--- src/rtl/rv32_mem_pkg.sv ---
// Memory-op encodings, arbiter FSM states and the access-alignment rule
// shared by the data-memory arbiter files.
package rv32_mem_pkg;

  localparam logic [2:0] LB  = 3'b000;
  localparam logic [2:0] LH  = 3'b001;
  localparam logic [2:0] LW  = 3'b010;
  localparam logic [2:0] LBU = 3'b100;
  localparam logic [2:0] LHU = 3'b101;
  localparam logic [2:0] SB  = 3'b000;
  localparam logic [2:0] SH  = 3'b001;
  localparam logic [2:0] SW  = 3'b010;

  typedef enum logic [1:0] {
    IDLE   = 2'd0,
    ACCESS = 2'd1,
    WAIT   = 2'd2
  } state_e;

  // Unused func3 codes (011/110/111) are rejected like misaligned accesses.
  function automatic logic op_misaligned(input logic [2:0] op, input logic [1:0] lsb);
    case (op)
      LB, LBU: return 1'b0;
      LH, LHU: return lsb[0];
      LW:      return (lsb != 2'b00);
      default: return 1'b1;
    endcase
  endfunction

endpackage

--- src/rtl/dmem_arb_pick.sv ---
// Two-way grant picker: a lone request wins outright, on contention the
// requester that was not granted last wins.
module dmem_arb_pick (
  input  logic [1:0] req,
  input  logic       last,
  output logic [1:0] gnt
);

  always_comb begin
    // NOTE: default assignment first so every path drives gnt and no latch is inferred.
    gnt = 2'b00;
    case (req)
      2'b01:   gnt = 2'b01;
      2'b10:   gnt = 2'b10;
      2'b11:   gnt = last ? 2'b01 : 2'b10;
      default: gnt = 2'b00;
    endcase
  end

endmodule

--- src/rtl/dmem_arbiter.sv ---
// Two-requester data-memory arbiter (CPU + loader/debug) with alignment checking.
// Define DMEM_ARB_RR_EN for round-robin arbitration; otherwise m0 has fixed priority.
module dmem_arbiter
  import rv32_mem_pkg::*;
(
  input  logic        clock,
  input  logic        resetn,
  input  logic        m0_req,
  input  logic        m0_we,
  input  logic [31:0] m0_addr,
  input  logic [31:0] m0_wdata,
  input  logic [2:0]  m0_op,
  input  logic        m1_req,
  input  logic        m1_we,
  input  logic [31:0] m1_addr,
  input  logic [31:0] m1_wdata,
  input  logic [2:0]  m1_op,
  output logic        m0_gnt,
  output logic        m0_rvalid,
  output logic [31:0] m0_rdata,
  output logic        m0_err,
  output logic        m1_gnt,
  output logic        m1_rvalid,
  output logic [31:0] m1_rdata,
  output logic        m1_err,
  output logic [31:0] dmemaddr,
  output logic [31:0] dmemdatain,
  output logic [2:0]  dmemop,
  output logic        dmemwe,
  input  logic [31:0] dmemdataout,
  output logic        busy
);

  state_e      state_q;
  logic        we_q;
  logic [31:0] addr_q;
  logic [31:0] wdata_q;
  logic [2:0]  op_q;
  logic        id_q;
  logic [1:0]  rvalid_q;
  logic [1:0]  err_q;
  logic [31:0] rdata0_q;
  logic [31:0] rdata1_q;

  logic [1:0]  req;
  logic [1:0]  gnt;
  logic        pick_last;
  logic        gnt_id;
  logic        sel_we;
  logic [31:0] sel_addr;
  logic [31:0] sel_wdata;
  logic [2:0]  sel_op;
  logic        sel_misaligned;

  // Requests are only considered while idle, so gnt can only rise in IDLE.
  assign req = {m1_req, m0_req} & {2{state_q == IDLE}};

  dmem_arb_pick u_pick (
    .req  (req),
    .last (pick_last),
    .gnt  (gnt)
  );

  assign gnt_id         = gnt[1];
  assign sel_we         = gnt_id ? m1_we    : m0_we;
  assign sel_addr       = gnt_id ? m1_addr  : m0_addr;
  assign sel_wdata      = gnt_id ? m1_wdata : m0_wdata;
  assign sel_op         = gnt_id ? m1_op    : m0_op;
  assign sel_misaligned = op_misaligned(sel_op, sel_addr[1:0]);

`ifdef DMEM_ARB_RR_EN
  // Holds the requester favoured on the next contention; every grant flips it away.
  logic rr_ptr_q;

  always_ff @(posedge clock or negedge resetn) begin
    if (!resetn)     rr_ptr_q <= 1'b0;
    else if (|gnt)   rr_ptr_q <= ~gnt_id;
  end

  assign pick_last = ~rr_ptr_q;
`else
  assign pick_last = 1'b1;
`endif

  always_ff @(posedge clock or negedge resetn) begin
    if (!resetn) begin
      state_q  <= IDLE;
      we_q     <= 1'b0;
      addr_q   <= '0;
      wdata_q  <= '0;
      op_q     <= 3'b000;
      id_q     <= 1'b0;
      rvalid_q <= 2'b00;
      err_q    <= 2'b00;
      rdata0_q <= '0;
      rdata1_q <= '0;
    end else begin
      // NOTE: non-blocking assignments so every register samples pre-edge values.
      rvalid_q <= 2'b00;
      err_q    <= 2'b00;
      case (state_q)
        IDLE: begin
          if (|gnt) begin
            if (sel_misaligned) begin
              err_q[gnt_id] <= 1'b1;
            end else begin
              we_q    <= sel_we;
              addr_q  <= sel_addr;
              wdata_q <= sel_wdata;
              op_q    <= sel_op;
              id_q    <= gnt_id;
              state_q <= ACCESS;
            end
          end
        end
        ACCESS: state_q <= we_q ? IDLE : WAIT;
        WAIT: begin
          rvalid_q[id_q] <= 1'b1;
          if (id_q) rdata1_q <= dmemdataout;
          else      rdata0_q <= dmemdataout;
          state_q <= IDLE;
        end
        default: state_q <= IDLE;
      endcase
    end
  end

  assign m0_gnt     = gnt[0];
  assign m1_gnt     = gnt[1];
  assign m0_rvalid  = rvalid_q[0];
  assign m1_rvalid  = rvalid_q[1];
  assign m0_err     = err_q[0];
  assign m1_err     = err_q[1];
  assign m0_rdata   = rdata0_q;
  assign m1_rdata   = rdata1_q;
  assign dmemaddr   = addr_q;
  assign dmemdatain = wdata_q;
  assign dmemop     = op_q;
  assign dmemwe     = (state_q == ACCESS) && we_q;
  assign busy       = (state_q != IDLE);

endmodule

--- config.mk ---
export PLATFORM = sky130hd
export DESIGN_NAME = dmem_arbiter
export DESIGN_NICKNAME = d
export VERILOG_FILES = /design/src/rtl/rv32_mem_pkg.sv /design/src/rtl/dmem_arb_pick.sv /design/src/rtl/dmem_arbiter.sv
export SDC_FILE = /design/constraint.sdc
export NUM_CORES = 1
export LEC_CHECK = 0
export ABC_CLOCK_PERIOD_IN_PS = 8500
export BUFFER_PORTS_ARGS = -buffer_cell sky130_fd_sc_hd__buf_2
export CORE_ASPECT_RATIO = 1.2
export CORE_MARGIN = 2
export CORE_UTILIZATION = 43
export DETAILED_ROUTE_END_ITERATION = 8
export GPL_ROUTABILITY_DRIVEN = 0
export HOLD_SLACK_MARGIN = 0.06
export PLACE_DENSITY = 0.76
export SLEW_MARGIN = 20
export SYNTH_ARGS = -nofsm -noshare
export SYNTH_HDL_FRONTEND = slang
export SYNTH_HIERARCHICAL = 1
export SYNTH_SLANG_ARGS = --single-unit
--- constraint.sdc ---
create_clock -name clock -period 8.5 [get_ports clock]
set_clock_uncertainty 0.2 [all_clocks]
set_input_delay 0.85 -clock clock [delete_from_list [all_inputs] [get_ports clock]]
set_output_delay 0.85 -clock clock [all_outputs]
set_load 0.01 [all_outputs]
==> impl_metrics.ini, run 1 <==
[floorplan]
io_pins = 311
die_y_um = 134.2
die_x_um = 112.5
die-area_mm2 = 0.01510
row_count = 47
core_mm2 = 0.01382
start_util = 0.4397

[final_layout]
layout.nets = 940
fillerInstances = 1097
drive_gt1_frac = 0.6453
final_cells = 954
syn2layout_area_growth_pct = 38.28
postLayoutCoreUtil = 0.6080

[worst_setup_path]
end_kind = flop
path_class = flop to flop
reg2reg_from = state_q[0]
critPathLaunchType = flop
r2r-end = dmemdatain[31]
reg2regPathDepth = 8
worstPathMaxFanout = 55
r2r_slack_ns = 4.19
crit_arrival_ns = 4.41
required_ns = 8.59

[power]
power.static_leakage_nw = 4.301
ir_drop_mv = 0.2262
p_per_area_mw_per_mm2 = 391.1

[clock_network]
cts_hold_buf = 0
cts_max_path_buffers = 2
clk_pin_slew_ns = 0.06
clock_latency_ns = 0.41
post-cts-setup-buffer-count = 0
cts.sinks = 139
cts_tree = built
numCtsBuffers = 17
cts_root_buffer = clkbuf_16
htree_levels = 4
cts_resized = 0

[global_route]
grt_pass1_wl_mm = 25.14
grt_pass1_vias = 5098
antenna_found_initial = 4
grt_max_degree = 82
grt_overflow = 0
grt_use_total = 0.2143

[synth]
yosys_warnings = 6
synth_seq_area_share = 0.5725
syn_inst = 456
synthMuxAreaShare = 0.3151
synthDistinctLibCells = 28
avgSynthCellArea_um2 = 13.32
synth_fa_ha_area_frac = 0
yosys.area_share.simple = 0.07414
syn_area_mm2 = 0.006076
yosys.area_share.xor_xnor = 0
synth_compound_area_frac = 0.01297
synth_top_family_by_area = multiplexers
synth-seq-cells = 139

[run]
cap_violations = 0

[placement]
io_buffers = 310
dp_hpwl_mm = 12.30
dp_cells = 919
place_ws_ns = 3.468

[detailed_routing]
vias_per_cell = 4.966
vias = 4738
firstDrtPassIters = 5
dr.first_iter.drc_count = 220
antenna_left = 0
wire_per_inst_um = 17.01
drt-total-wl_mm = 16.23
drc = 0

[timing]
holdWs_ns = 0.2035
tns_ns = 0
rsz0062_at_grt = false
worst_pin_slew_ns = 0.9697
hold_viol_final = 0
finalSetupViolCount = 0
setup_ws_ns = 4.186
fin_crit_ns = 4.314
drv_slew = 0
finalCritPeriodShare = 0.5075
max_freq_mhz = 231.8
relSlewSlack = 0.3528

[hold_path]
hp-class = input pin to asynchronous set/reset pin

[status]
status = completed
how the worst max path moves through the flow:
stage | cells past startpoint | to | startpoint
finish | 8 | dmemdatain[31] | state_q[0]
global route | 8 | dmemdatain[31] | state_q[0]
CTS | 8 | dmemaddr[6] | state_q[0]
detailed placement | 8 | dmemdatain[31] | m0_req
global placement | 8 | dmemaddr[4] | m0_req
floorplan | 9 | dmemdatain[10] | m1_req
routing by layer:
| layer | global-route usage | wire length (um) | up-vias |
|---|---|---|---|
| met1 | 0.2317 | 6130 | 2295 |
| met4 | 0.08943 | 383 | 4 |
| met2 | 0.3778 | 8392 | 224 |
| met5 | 0 | 27 | - |
| met3 | 0.07953 | 1299 | 31 |
| li1 | - | - | 2184 |
registers in the layout, summed over array words and instances (netlist names):
| name | count |
|---|---|
| state_q | 2 |
| dmemaddr | 32 |
| m1_rdata | 32 |
| dmemop | 3 |
| we_q | 1 |
| err_q | 2 |
| m0_rdata | 32 |
| dmemdatain | 32 |
| rvalid_q | 2 |
| id_q | 1 |
kinds of logic (layout without fill, tap and decap cells):
| family | count (synthesis) | after routing |
|---|---|---|
| buffers and inverters | 28 | 352 |
| muxes | 167 | 167 |
| other | 1 | 4 |
| AOI/OAI and AO/OA | 10 | 10 |
| DFF | 139 | 139 |
| and+or+nand+nor | 111 | 111 |
cell type report:
| class | instances | area [um2] | area share |
|---|---|---|---|
| tap | 171 | 214.0 | 0.02547 |
| timing repair buffer | 316 | 1627 | 0.1936 |
| clock buffer | 22 | 454.2 | 0.05406 |
| clock inverter | 10 | 141.4 | 0.01683 |
| inverter | 4 | 15.01 | 0.001787 |
| sequential | 139 | 3478 | 0.4140 |
| antenna | 2 | 5.005 | 0.0005957 |
| multi-input combinational | 290 | 2467 | 0.2937 |
cells in the mapped netlist:
| cell | n | share of area |
|---|---|---|
| nor2_1 | 2 | 0.0012 |
| and3b_1 | 1 | 0.0014 |
| mux2_2 | 148 | 0.27 |
| and2_1 | 2 | 0.0021 |
| inv_1 | 4 | 0.0025 |
| buf_6 | 2 | 0.0037 |
| nand3b_1 | 1 | 0.0012 |
| a21oi_1 | 1 | 0.00082 |
| or3_1 | 1 | 0.0010 |
| a211o_1 | 1 | 0.0014 |
| mux2_4 | 9 | 0.022 |
| nand2_1 | 99 | 0.061 |
| a21boi_1 | 1 | 0.0012 |
| o21ai_0 | 2 | 0.0016 |
| clkbuf_1 | 15 | 0.0093 |
| dfrtp_1 | 139 | 0.57 |
| conb_1 | 1 | 0.00062 |
| a21boi_0 | 1 | 0.0012 |
| a21o_1 | 2 | 0.0025 |
| or3b_1 | 1 | 0.0014 |
| nor3_1 | 1 | 0.00082 |
| buf_1 | 1 | 0.00062 |
| buf_8 | 1 | 0.0025 |
| a21oi_4 | 1 | 0.0027 |
| o22a_1 | 1 | 0.0014 |
| mux2_1 | 10 | 0.019 |
| nor3b_1 | 3 | 0.0037 |
| buf_4 | 5 | 0.0062 |
critical path, stage by stage, from the launching register on:
cell and delay (ns):
dfrtp_1 0.41, nor2_1 0.31, and2_1 0.20, a21boi_4 0.59
buf_4 0.67, o21ai_0 0.36, a21oi_4 0.49, buf_4 0.52
mux2_2 0.40
cell usage in the layout, fill, tap and decap left out, types with 2 or more instances in the layout:
cell          n
clkinv_2      2
dfrtp_1     139
conb_1        2
buf_4         4
o21ai_0       2
clkinv_4      2
mux2_2      148
buf_6         2
nor2_1        2
nor3b_1       2
diode_2       2
clkbuf_16    17
nand2_1      99
mux2_4        9
inv_1         4
mux2_1       10
a21o_1        2
clkinvlp_4    2
clkbuf_1      4
bufinv_16     3
and2_1        2
buf_2       309
power breakdown:
group          total (mW)  switching (mW)  internal (mW)
logic                1.37           0.666          0.703
clock network       0.740           0.270          0.470
registers            1.18           0.178          0.999
total                3.29            1.11           2.17
stage by stage:
stage	total power, mW	instance area, um2
floorplan	2.016	6080
global placement	2.482	7770
detailed placement	2.546	7770
CTS	3.308	8366
global route	3.484	8402
finish	3.286	8402
(Power assumes the default switching activity.)
==> run 2, diff against run 1 <==
Settings changed: ABC_AREA from default to 1, ABC_CLOCK_PERIOD_IN_PS 8500 to 3930, CORE_UTILIZATION 43 to 42, PLACE_DENSITY 0.76 to 0.77.
Clock period 8.5 ns to 3.93 ns, I/O delays scaled along.
==> impl_metrics.ini, run 2 <==
[status]
status = completed

[global_route]
grt.met1_usage = 0.2680
grt_use_total = 0.2196
use_met3 = 0.05719
grt_max_degree = 101
antenna_found_initial = 0
grtUsageMet2 = 0.3761
grt_overflow = 0
top_usage_layer = met2
grt_pass1_vias = 5682
grt_pass1_wl_mm = 27.23

[synth]
synthDistinctLibCells = 20
syn_area_mm2 = 0.006238
synth_common_cells = nand2_1 (411), dfrtp_1 (139), nand3_1 (71)
synthMuxAreaShare = 0
ys.flop_type = dfrtp_1
synthMostInstantiatedCell = nand2_1
avgSynthCellArea_um2 = 7.867
synth_top_area_share = 0.5576
syn_inst = 793
yosys.area_share.xor_xnor = 0
yosys.area_share.simple = 0.3167
synth_top_family_by_area = simple AND/OR/NAND/NOR gates
synth_top_area_cell = dfrtp_1
synth_seq_area_share = 0.5576
synth_compound_area_frac = 0.05295
synth_fa_ha_area_frac = 0
synth_edf_count = 0
yosys_warnings = 6
synthArstFlopShare = 1.000
ys_top_cells_by_area = dfrtp_1 (56%), nand2_1 (25%), nand3_1 (5.7%), o21ai_0 (5.1%), inv_1 (2.4%)
synth-seq-cells = 139

[floorplan]
core_mm2 = 0.01447
die_y_um = 137.5
row_count = 48
io_pins = 311
die-area_mm2 = 0.01585
die_x_um = 115.3
start_util = 0.4310

[clock_network]
cts.sinks = 139
cts_root_buffer = clkbuf_16
htree_levels = 4
numCtsBuffers = 17
cts_resized = 0
cts_tree = built
clk_pin_slew_ns = 0.06
clock_latency_ns = 0.40
cts_max_path_buffers = 2

[placement]
dp_hpwl_mm = 12.44
post_dp_cell_area_mm2 = 0.007840
io_buffers = 310

[worst_setup_path]
crit_family = simple AND/OR/NAND/NOR gates
reg2regPathDepth = 14
crit_top_cell = nand2_1
reg2reg_from = state_q[0]
cp.buffers_inverters = 3
required_ns = 4.06
critPathLaunchType = flop
r2r-end = dmemaddr[14]
cp-endpoint = dmemaddr[14]
path_depth = 14
crit_path_start = state_q[0]
path_cells = inv_1 > nand2_1 > nor2_1 > inv_1 > a21oi_4 > buf_4 > nand2_1 > nand2_1 > nand2_1 > nand2_1 > nand2_4 > nand2_4 > nand2_1 > nand2_1
worstPathMaxFanout = 70
crit_arrival_ns = 3.39
slowest_delay_ns = 0.64
path_class = flop to flop
r2r_slack_ns = 0.67
crit_slowest_cell = nand2_4
end_kind = flop

[power]
p_per_area_mw_per_mm2 = 840.3
power.static_leakage_nw = 5.139
ir_drop_mv = 0.7130
power_mw = 7.189

[timing]
hold_viol_final = 0
rsz0062_at_grt = false
finalCritPeriodShare = 0.8290
worst_pin_slew_ns = 0.9159
finalSetupViolCount = 0
relSlewSlack = 0.3894
fin_crit_ns = 3.258
tns_ns = 0
drv_slew = 0
holdWs_ns = 0.07684
max_freq_mhz = 307.0

[final_layout]
layout.nets = 1270
drive_gt1_frac = 0.3216
syn2layout_area_growth_pct = 37.14
fillerInstances = 1373
postLayoutCoreUtil = 0.5911
final_common_cell = nand2_1
final_cell_mix = nand2_1 (411), buf_2 (309), dfrtp_1 (139)
fin_area_mm2 = 0.008556
insertedDiodeCount = 0

[detailed_routing]
drc = 0
drt-total-wl_mm = 17.57
antenna_left = 0
dr.first_iter.drc_count = 363
vias = 6077
firstDrtPassIters = 5
wire_per_inst_um = 13.41
vias_per_cell = 4.639

[hold_path]
hp-class = input pin to flop

[run]
cap_violations = 0
==> run 2: cells by family (layout without fill, tap and decap cells) <==
logic type | count (synthesis) | count (layout)
simple gates | 495 | 495
flops | 139 | 139
buf+inv | 92 | 408
compound gates | 66 | 66
other cells | 1 | 2
==> run 2: power breakdown <==
| group | leakage, nW | switching [mW] | internal (mW) |
|---|---|---|---|
| registers | 1.71 | 0.350 | 2.13 |
| logic | 3.16 | 2.10 | 1.11 |
| clock network | 0.269 | 0.611 | 0.888 |
==> run 2: cell type report <==
class,instances,area (um2),share of cell area
repair buffers,334,1778,0.2078
multi-input cells,563,2330,0.2723
clock inverters,13,116.4,0.01360
clock buffers,18,439.2,0.05133
inverters,43,163.9,0.01916
flip-flops and latches,139,3478,0.4066
well taps,200,250.2,0.02925
==> run 2: stage by stage <==
step,instances,setup slack (ns)
after floorplan,794,1.561
after global placement,1263,0.7942
after detailed placement,1263,0.6916
after CTS,1310,0.6766
after global routing,1310,0.2993
final,1310,0.6722
==> run 2: layer usage <==
metal | vias to the layer above | part of all wire
met5 | - | 0
met4 | 0 | 0.018
met2 | 252 | 0.50
met1 | 2742 | 0.40
li1 | 3061 | -
met3 | 22 | 0.081
==> run 2: timing repair <==
item | 4_1_cts | 5_1_grt
hold endpoints to repair | 124 | 0
setup buffers | 0 | 0
hold buffers | 16 | 0
==> run 2: how the worst min path moves through the flow <==
stage	end	from	cells after the start	slack [ns]
2_1_floorplan	dmemaddr[0]	resetn	0	-0.10
4_1_cts	m0_rdata[27]	dmemdataout[27]	3	0.06
3_3_place_gp	dmemdatain[13]	dmemdatain[13]	2	0.25
5_1_grt	m0_rdata[28]	dmemdataout[28]	3	0.07
6_report	m1_rdata[31]	dmemdataout[31]	3	0.08
3_5_place_dp	dmemaddr[22]	dmemaddr[22]	2	0.25
==> run 2: tightest hold or removal path, delay by kind of cell <==
kind            cells  cell delay (ns)
compound gates      1             0.08
buf+inv             2             0.15
